[src/rtl/s6_icap_pkg.sv]
// s6_icap_pkg: shared types and constants for the Spartan-6 IPROG reboot master.
//   state_t    - sequencer states (IDLE, REQ, GAP)
//   SYNC0..    - ICAP configuration words used by the IPROG sequence
//   SEQ_LEN    - number of words written per reboot sequence
//   bitswap16  - reverses bit order inside each byte (ICAP bit ordering)
package s6_icap_pkg;

    typedef enum logic [1:0] {
        IDLE,
        REQ,
        GAP
    } state_t;

    localparam logic [15:0] DUMMY     = 16'hFFFF;
    localparam logic [15:0] SYNC0     = 16'hAA99;
    localparam logic [15:0] SYNC1     = 16'h5566;
    localparam logic [15:0] WR_GEN1   = 16'h3261;
    localparam logic [15:0] WR_GEN2   = 16'h3281;
    localparam logic [15:0] WR_GEN3   = 16'h32A1;
    localparam logic [15:0] WR_GEN4   = 16'h32C1;
    localparam logic [15:0] WR_CMD    = 16'h30A1;
    localparam logic [15:0] CMD_IPROG = 16'h000E;
    localparam logic [15:0] NOOP      = 16'h2000;

    localparam int unsigned SEQ_LEN = 14;

    function automatic logic [15:0] bitswap16(input logic [15:0] w);
        logic [15:0] r;
        r = '0;
        for (int unsigned i = 0; i < 8; i++) begin
            r[i]     = w[7 - i];
            r[8 + i] = w[15 - i];
        end
        return r;
    endfunction

endpackage

[src/rtl/s6_iprog_rom.sv]
// s6_iprog_rom: combinational IPROG word table.
//   idx           in  4  - word index 0..13
//   boot_addr     in  24 - multiboot flash address (GENERAL1/GENERAL2)
//   fallback_addr in  24 - fallback flash address (GENERAL3/GENERAL4)
//   word          out 16 - configuration word, ICAP-native bit order not applied
module s6_iprog_rom
    import s6_icap_pkg::*;
#(
    parameter logic [7:0] READ_OP = 8'h03
) (
    input  logic [3:0]  idx,
    input  logic [23:0] boot_addr,
    input  logic [23:0] fallback_addr,
    output logic [15:0] word
);

    always_comb begin
        word = NOOP;
        case (idx)
            4'd0:    word = DUMMY;
            4'd1:    word = SYNC0;
            4'd2:    word = SYNC1;
            4'd3:    word = WR_GEN1;
            4'd4:    word = boot_addr[15:0];
            4'd5:    word = WR_GEN2;
            4'd6:    word = {READ_OP, boot_addr[23:16]};
            4'd7:    word = WR_GEN3;
            4'd8:    word = fallback_addr[15:0];
            4'd9:    word = WR_GEN4;
            4'd10:   word = {READ_OP, fallback_addr[23:16]};
            4'd11:   word = WR_CMD;
            4'd12:   word = CMD_IPROG;
            4'd13:   word = NOOP;
            default: word = NOOP;
        endcase
    end

endmodule

[src/rtl/s6_icap_reboot.sv]
// s6_icap_reboot: Wishbone master that writes the Spartan-6 IPROG sequence
// (14 words) to the ICAP Wishbone slave after a single start strobe.
//   clk, reset_n            - system clock, async active-low reset
//   start                   - one-cycle request (ignored while busy)
//   boot_addr/fallback_addr - flash addresses, latched on accepted start
//   busy                    - sequence in progress (through the done cycle)
//   done                    - one-cycle pulse at completion or abort
//   error                   - sticky ack timeout, cleared by next start
//   cyc_o/stb_o/we_o/dat_o  - Wishbone write request, dat_o[31:16] = 0
//   ack_i                   - Wishbone ack, only honoured in REQ
module s6_icap_reboot
    import s6_icap_pkg::*;
#(
    parameter int unsigned GAP_CYCLES  = 8,
    parameter int unsigned ACK_TIMEOUT = 255,
    parameter logic        BITSWAP     = 1'b1,
    parameter logic [7:0]  READ_OP     = 8'h03
) (
    input  logic        clk,
    input  logic        reset_n,
    input  logic        start,
    input  logic [23:0] boot_addr,
    input  logic [23:0] fallback_addr,
    output logic        busy,
    output logic        done,
    output logic        error,
    output logic        cyc_o,
    output logic        stb_o,
    output logic        we_o,
    output logic [31:0] dat_o,
    input  logic        ack_i
);

    localparam int unsigned GW = $clog2(GAP_CYCLES + 2);

    state_t          state;
    logic [3:0]      idx;
    logic [7:0]      tmo_cnt;
    logic [GW-1:0]   gap_cnt;
    logic [23:0]     boot_q;
    logic [23:0]     fb_q;
    logic [3:0]      rom_idx;
    logic [15:0]     rom_word;
    logic [15:0]     next_word;

    // dat_o is registered on entry to REQ, so the ROM looks one word ahead
    // while in GAP. Word 0 is a constant, so the stale latched addresses
    // seen in IDLE never matter.
    always_comb begin
        rom_idx   = (state == GAP) ? idx + 4'd1 : '0;
        next_word = BITSWAP ? bitswap16(rom_word) : rom_word;
    end

    s6_iprog_rom #(
        .READ_OP(READ_OP)
    ) u_rom (
        .idx          (rom_idx),
        .boot_addr    (boot_q),
        .fallback_addr(fb_q),
        .word         (rom_word)
    );

    always_ff @(posedge clk or negedge reset_n) begin
        if (!reset_n) begin
            state   <= IDLE;
            idx     <= '0;
            tmo_cnt <= '0;
            gap_cnt <= '0;
            boot_q  <= '0;
            fb_q    <= '0;
            busy    <= 1'b0;
            done    <= 1'b0;
            error   <= 1'b0;
            cyc_o   <= 1'b0;
            stb_o   <= 1'b0;
            we_o    <= 1'b0;
            dat_o   <= '0;
        end else begin
            done <= 1'b0;
            case (state)
                IDLE: begin
                    // busy drops one cycle after the return to IDLE so it
                    // still covers the done pulse.
                    busy <= start;
                    if (start) begin
                        state   <= REQ;
                        boot_q  <= boot_addr;
                        fb_q    <= fallback_addr;
                        idx     <= '0;
                        tmo_cnt <= '0;
                        error   <= 1'b0;
                        cyc_o   <= 1'b1;
                        stb_o   <= 1'b1;
                        we_o    <= 1'b1;
                        dat_o   <= {16'h0000, next_word};
                    end
                end
                REQ: begin
                    if (ack_i) begin
                        state   <= GAP;
                        gap_cnt <= '0;
                        cyc_o   <= 1'b0;
                        stb_o   <= 1'b0;
                        we_o    <= 1'b0;
                    end else if (tmo_cnt == 8'(ACK_TIMEOUT - 1)) begin
                        state <= IDLE;
                        error <= 1'b1;
                        done  <= 1'b1;
                        cyc_o <= 1'b0;
                        stb_o <= 1'b0;
                        we_o  <= 1'b0;
                        dat_o <= '0;
                    end else begin
                        tmo_cnt <= tmo_cnt + 8'd1;
                    end
                end
                GAP: begin
                    if (gap_cnt == GW'(GAP_CYCLES)) begin
                        if (idx == 4'(SEQ_LEN - 1)) begin
                            state <= IDLE;
                            done  <= 1'b1;
                            dat_o <= '0;
                        end else begin
                            state   <= REQ;
                            idx     <= idx + 4'd1;
                            tmo_cnt <= '0;
                            cyc_o   <= 1'b1;
                            stb_o   <= 1'b1;
                            we_o    <= 1'b1;
                            dat_o   <= {16'h0000, next_word};
                        end
                    end else begin
                        gap_cnt <= gap_cnt + GW'(1);
                    end
                end
                default: state <= IDLE;
            endcase
        end
    end

endmodule

[config.mk]
export PLATFORM = sky130hd
export DESIGN_NAME = s6_icap_reboot
export DESIGN_NICKNAME = d
export VERILOG_FILES = /design/src/rtl/s6_icap_pkg.sv /design/src/rtl/s6_iprog_rom.sv /design/src/rtl/s6_icap_reboot.sv
export SDC_FILE = /design/constraint.sdc
export NUM_CORES = 1
export LEC_CHECK = 0
export ABC_CLOCK_PERIOD_IN_PS = 2400
export CORE_MARGIN = 2
export CORE_UTILIZATION = 52
export DETAILED_ROUTE_END_ITERATION = 8
export PLACE_DENSITY = 0.88
export SYNTH_ARGS = -nofsm -noshare
export SYNTH_HDL_FRONTEND = slang
export SYNTH_HIERARCHICAL = 1
export SYNTH_SLANG_ARGS = --single-unit
[constraint.sdc]
create_clock -name clk -period 2.4 [get_ports clk]
set_input_delay 0.24 -clock clk [delete_from_list [all_inputs] [get_ports clk]]
set_output_delay 0.24 -clock clk [all_outputs]
set_load 0.1 [all_outputs]
==> results.md <==
- CP max stage cell: sky130_fd_sc_hd__or4_1
- Fraction of final layout cells with drive strength greater than 1: 21.1%
- Critical path peak fanout: 8
- Leakage dissipation: 2.49 nW
- Internal reg-to-reg setup slack: 150 ps
- Combined global-route utilization of all metal layers: 22.1%
- Die Y-Extent: 97.4 µm
- Placeable core region: 8590 µm²
- Routed length per instance: 17.4 µm
- Count of port buffers added during placement: 73
- Startpoint of the worst register-to-register path: state[0]$_DFFE_PN0P_
- Status: finished clean
- Max-cap violations: 0
- Number of register bits inferred by synthesis: 86
- Worst Reg2Reg Path Length in Cells: 6
- Path category of the worst min-delay check: input port to asynchronous set/reset pin
- Crit end category: flip-flop
- Worst stage delay on the critical path: 540 ps
- Number of library cell types mapped by synthesis: 61
- Switching fraction of total power: 46.9%
- Post-synth top cells: 86 x sky130_fd_sc_hd__dfrtp_1, 30 x sky130_fd_sc_hd__mux2_2, 23 x sky130_fd_sc_hd__mux2_1
- Ys async rst share: 100%
- Most frequently used cell type in the post-synthesis netlist: sky130_fd_sc_hd__dfrtp_1
- Number of CTS-inserted buffers: 9
- Number of antenna cells inserted: 0
- Final Hold Viols: 0
- Ratio of final minimum period to clock period: 93.8%
- Starting utilization of the core area: 52.8%
- Clock sink count: 86
- Worst slew pin tran: 641 ps
- Portion of synthesized cell area occupied by the leading cell type: 47.4%
- Pins over their slew limit: 0
- Synthesis-to-finish area growth: 22.3%
- Maximum number of buffers from clock root to sink: 2
- Logic pwr share: 55.1%
- Via total after detailed routing: 3566
- Antenna Nets Post-Route: 0
- Largest net degree at the start of global routing: 50
- Min Clock Period, post-route: 2250 ps
- Worst clock skew on the final layout: 14.3 ps
- Final global-route overflow total: 0
- Final net count: 550
- Clock tree from TritonCTS: built
- Cell family contributing the most delay on the critical path: simple AND/OR/NAND/NOR gates
- Total power: 0.00777 W
- Wire length of the first global-routing pass: 17.0 mm
- Vias in the first global route: 3452
- Placement-stage cell area: 5300 µm²
- Clock-pin slew on the worst setup and hold paths: 90 ps
- Post-synthesis instance total: 410
- Part of the total power dissipated in the clock network: 12.7%
- Critical path type: flip-flop to flip-flop
- Pre-CTS setup slack: 84.5 ps
- Fmax: 0.444 GHz
- FP Rows: 34
- Post-synthesis instance area: 4540 µm²
- Post-layout worst setup margin: 149 ps
- Worst voltage drop across the vdd grid: 0.634 mV
- Library cell used as clock root buffer: sky130_fd_sc_hd__clkbuf_8
- Via density per instance: 5.93
- Total die area: 9500 µm²
- End-of-flow core utilization: 64.6%
- Final setup fails: 0
- Total routed wirelength: 10.4 mm
- Finished layout cell area: 5550 µm²
- Worst path cell trace: inv_1, ha_1, nor2b_1, a211o_2, or4_1, o311ai_2
- Most frequently used flop master after synthesis: sky130_fd_sc_hd__dfrtp_1
- Fraction of the yosys area taken by sequential cells: 47.4%
- Power per cell area: 1400 nW/µm²
- Register share of total power: 32.2%
- Power dissipated by switching net loads: 0.00364 W
- Combined buffer and inverter count along the critical path: 1
- RSZ-0062 raised after global routing: true
- Number of cells in the finished layout apart from fillers: 601
- Worst max-slew margin expressed relative to the limit: 57.1%
- Arr. time, crit path: 2520 ps
- First-pass iteration count of the detailed router: 4
- Worst R2R End: tmo_cnt[4]$_DFFE_PN0P_
- Synthesized area per cell: 11.1 µm²
- Cell taking the most area after synthesis: sky130_fd_sc_hd__dfrtp_1
- Top-Level Pins: 90
- Internal power contribution: 0.00413 W
- DRC violations left: 0
- Synth area leaders: sky130_fd_sc_hd__dfrtp_1 47%, sky130_fd_sc_hd__mux2_2 7.4%, sky130_fd_sc_hd__mux2_1 5.7%, sky130_fd_sc_hd__a21bo_1 3.5%, sky130_fd_sc_hd__buf_4 3.3%
- CP Data Required Time: 2670 ps
- Count of warnings emitted by yosys: 6
- Critical path launch point type: flip-flop
- Number of enable-type register cells in the synthesized netlist: 0
- Clock Latency Late Sink: 360 ps
- Final weighted congestion in routability-driven placement: 0.889
- Number of levels in the clock H-tree: 3
- Cell Count Post-Placement: 581
- Number of antenna violations at the first check in global routing: 0
- Detailed placement HPWL: 7.62 mm
- First-iteration detailed-routing DRC count: 345
- Die X: 97.4 µm
[placed cells by master, fill, tap and decap left out, types with 3 or more instances in the layout]
master                            instances
sky130_fd_sc_hd__clkinv_2                 4
sky130_fd_sc_hd__mux2_1                  23
sky130_fd_sc_hd__nor3_1                   4
sky130_fd_sc_hd__conb_1                  16
sky130_fd_sc_hd__a31oi_1                  6
sky130_fd_sc_hd__dfrtp_1                 86
sky130_fd_sc_hd__a22oi_1                 10
sky130_fd_sc_hd__inv_2                    3
sky130_fd_sc_hd__nand2_1                 12
sky130_fd_sc_hd__o21ai_0                  6
sky130_fd_sc_hd__buf_4                   37
sky130_fd_sc_hd__o311ai_1                 5
sky130_fd_sc_hd__ha_1                    10
sky130_fd_sc_hd__o21ai_1                 13
sky130_fd_sc_hd__inv_1                   11
sky130_fd_sc_hd__a22o_1                   3
sky130_fd_sc_hd__mux2i_1                  3
sky130_fd_sc_hd__nor2_1                  15
sky130_fd_sc_hd__o22ai_1                  6
sky130_fd_sc_hd__nand4_1                 19
sky130_fd_sc_hd__nand3_1                 16
sky130_fd_sc_hd__o211ai_1                 7
sky130_fd_sc_hd__clkdlybuf4s50_1         50
sky130_fd_sc_hd__clkbuf_8                 9
sky130_fd_sc_hd__clkinvlp_4               3
sky130_fd_sc_hd__a21bo_1                 16
sky130_fd_sc_hd__mux2_2                  30
sky130_fd_sc_hd__or2_1                    4
sky130_fd_sc_hd__a21oi_1                 11
[cells by family (layout without fill, tap and decap cells)]
group                    Yosys count  after routing  synth area share, %
adder cells (fa/ha/maj)           10             10                 2.76
AND/OR/NAND/NOR                   95             95                 11.7
other                              1             16               0.0826
multiplexers                      56             56                 13.8
XOR/XNOR                           2              2                0.386
flip-flops                        86             86                 47.4
buffers and inverters             54            122                 6.56
AO/OA/AOI/OAI                    106            106                 17.3
[flip-flops by register name (all words and copies together) (netlist names)]
| name | flops |
|---|---|
| error | 1 |
| we_o | 1 |
| fb_q | 24 |
| boot_q | 24 |
| state | 2 |
| idx | 4 |
| dat_o | 16 |
| done | 1 |
| tmo_cnt | 8 |
| busy | 1 |
| gap_cnt | 4 |
[power by group through the flow]
stage | registers, W | logic (W) | clock network (W)
global placement | 0.00250 | 0.00406 | 0
floorplan | 0.00349 | 0.00226 | 0
CTS | 0.00251 | 0.00421 | 0.000999
detailed placement | 0.00254 | 0.00419 | 0
finish | 0.00250 | 0.00428 | 0.000988
global route | 0.00259 | 0.00457 | 0.00107
[metrics by stage]
stage | hold WS [ps] | TNS [ps]
2_1_floorplan | -55.6 | 0
3_3_place_gp | 238 | 0
3_5_place_dp | 252 | 0
4_1_cts | 404 | 0
5_1_grt | 443 | -115
6_report | 384 | 0
[worst reg2reg max path, cell delays in order, from the launching register on]
cell,delay (ps)
sky130_fd_sc_hd__dfrtp_1,400
sky130_fd_sc_hd__inv_1,80
sky130_fd_sc_hd__ha_1,280
sky130_fd_sc_hd__nor2b_1,230
sky130_fd_sc_hd__a211o_2,400
sky130_fd_sc_hd__or4_1,540
sky130_fd_sc_hd__o311ai_2,220
[worst max-delay path by stage]
stage / start / slack (ps) / to / cells after the start
2_1_floorplan: state[0]$_DFFE_PN0P_ / 150 / dat_o[2]$_DFFE_PN0P_ / 12
3_3_place_gp: state[0]$_DFFE_PN0P_ / 160 / dat_o[5]$_DFFE_PN0P_ / 6
3_5_place_dp: state[0]$_DFFE_PN0P_ / 80 / dat_o[6]$_DFFE_PN0P_ / 6
4_1_cts: state[0]$_DFFE_PN0P_ / 60 / dat_o[5]$_DFFE_PN0P_ / 6
5_1_grt: state[0]$_DFFE_PN0P_ / -50 / dat_o[8]$_DFFE_PN0P_ / 10
6_report: state[0]$_DFFE_PN0P_ / 150 / tmo_cnt[4]$_DFFE_PN0P_ / 6
[cell type report]
type	count	area, µm²
clock buffer	9	124
clock inverter	7	65.1
fill	672	3040
inverter	15	60.1
multi-input combinational	285	2180
sequential	86	2150
tap	108	135
timing repair buffer	91	840
[per-layer routing]
layer  share of wire, %  GRT usage [%]  routed length [µm]
met4                1.8           7.80                 188
met1                 44           31.2                4590
met5                  0              0                   0
met3                6.1           3.45                 637
met2                 48           35.1                5030
[what timing repair did]
| action | in CTS | in global routing |
|---|---|---|
| setup endpoints to repair | 0 | 16 |
| gates resized for setup | 0 | 10 |
| endpoints found under the hold margin | 38 | 0 |
| hold buffers | 1 | 0 |
| buffers inserted | 0 | 3 |
Note: power is estimated with default switching activity, not from simulation.
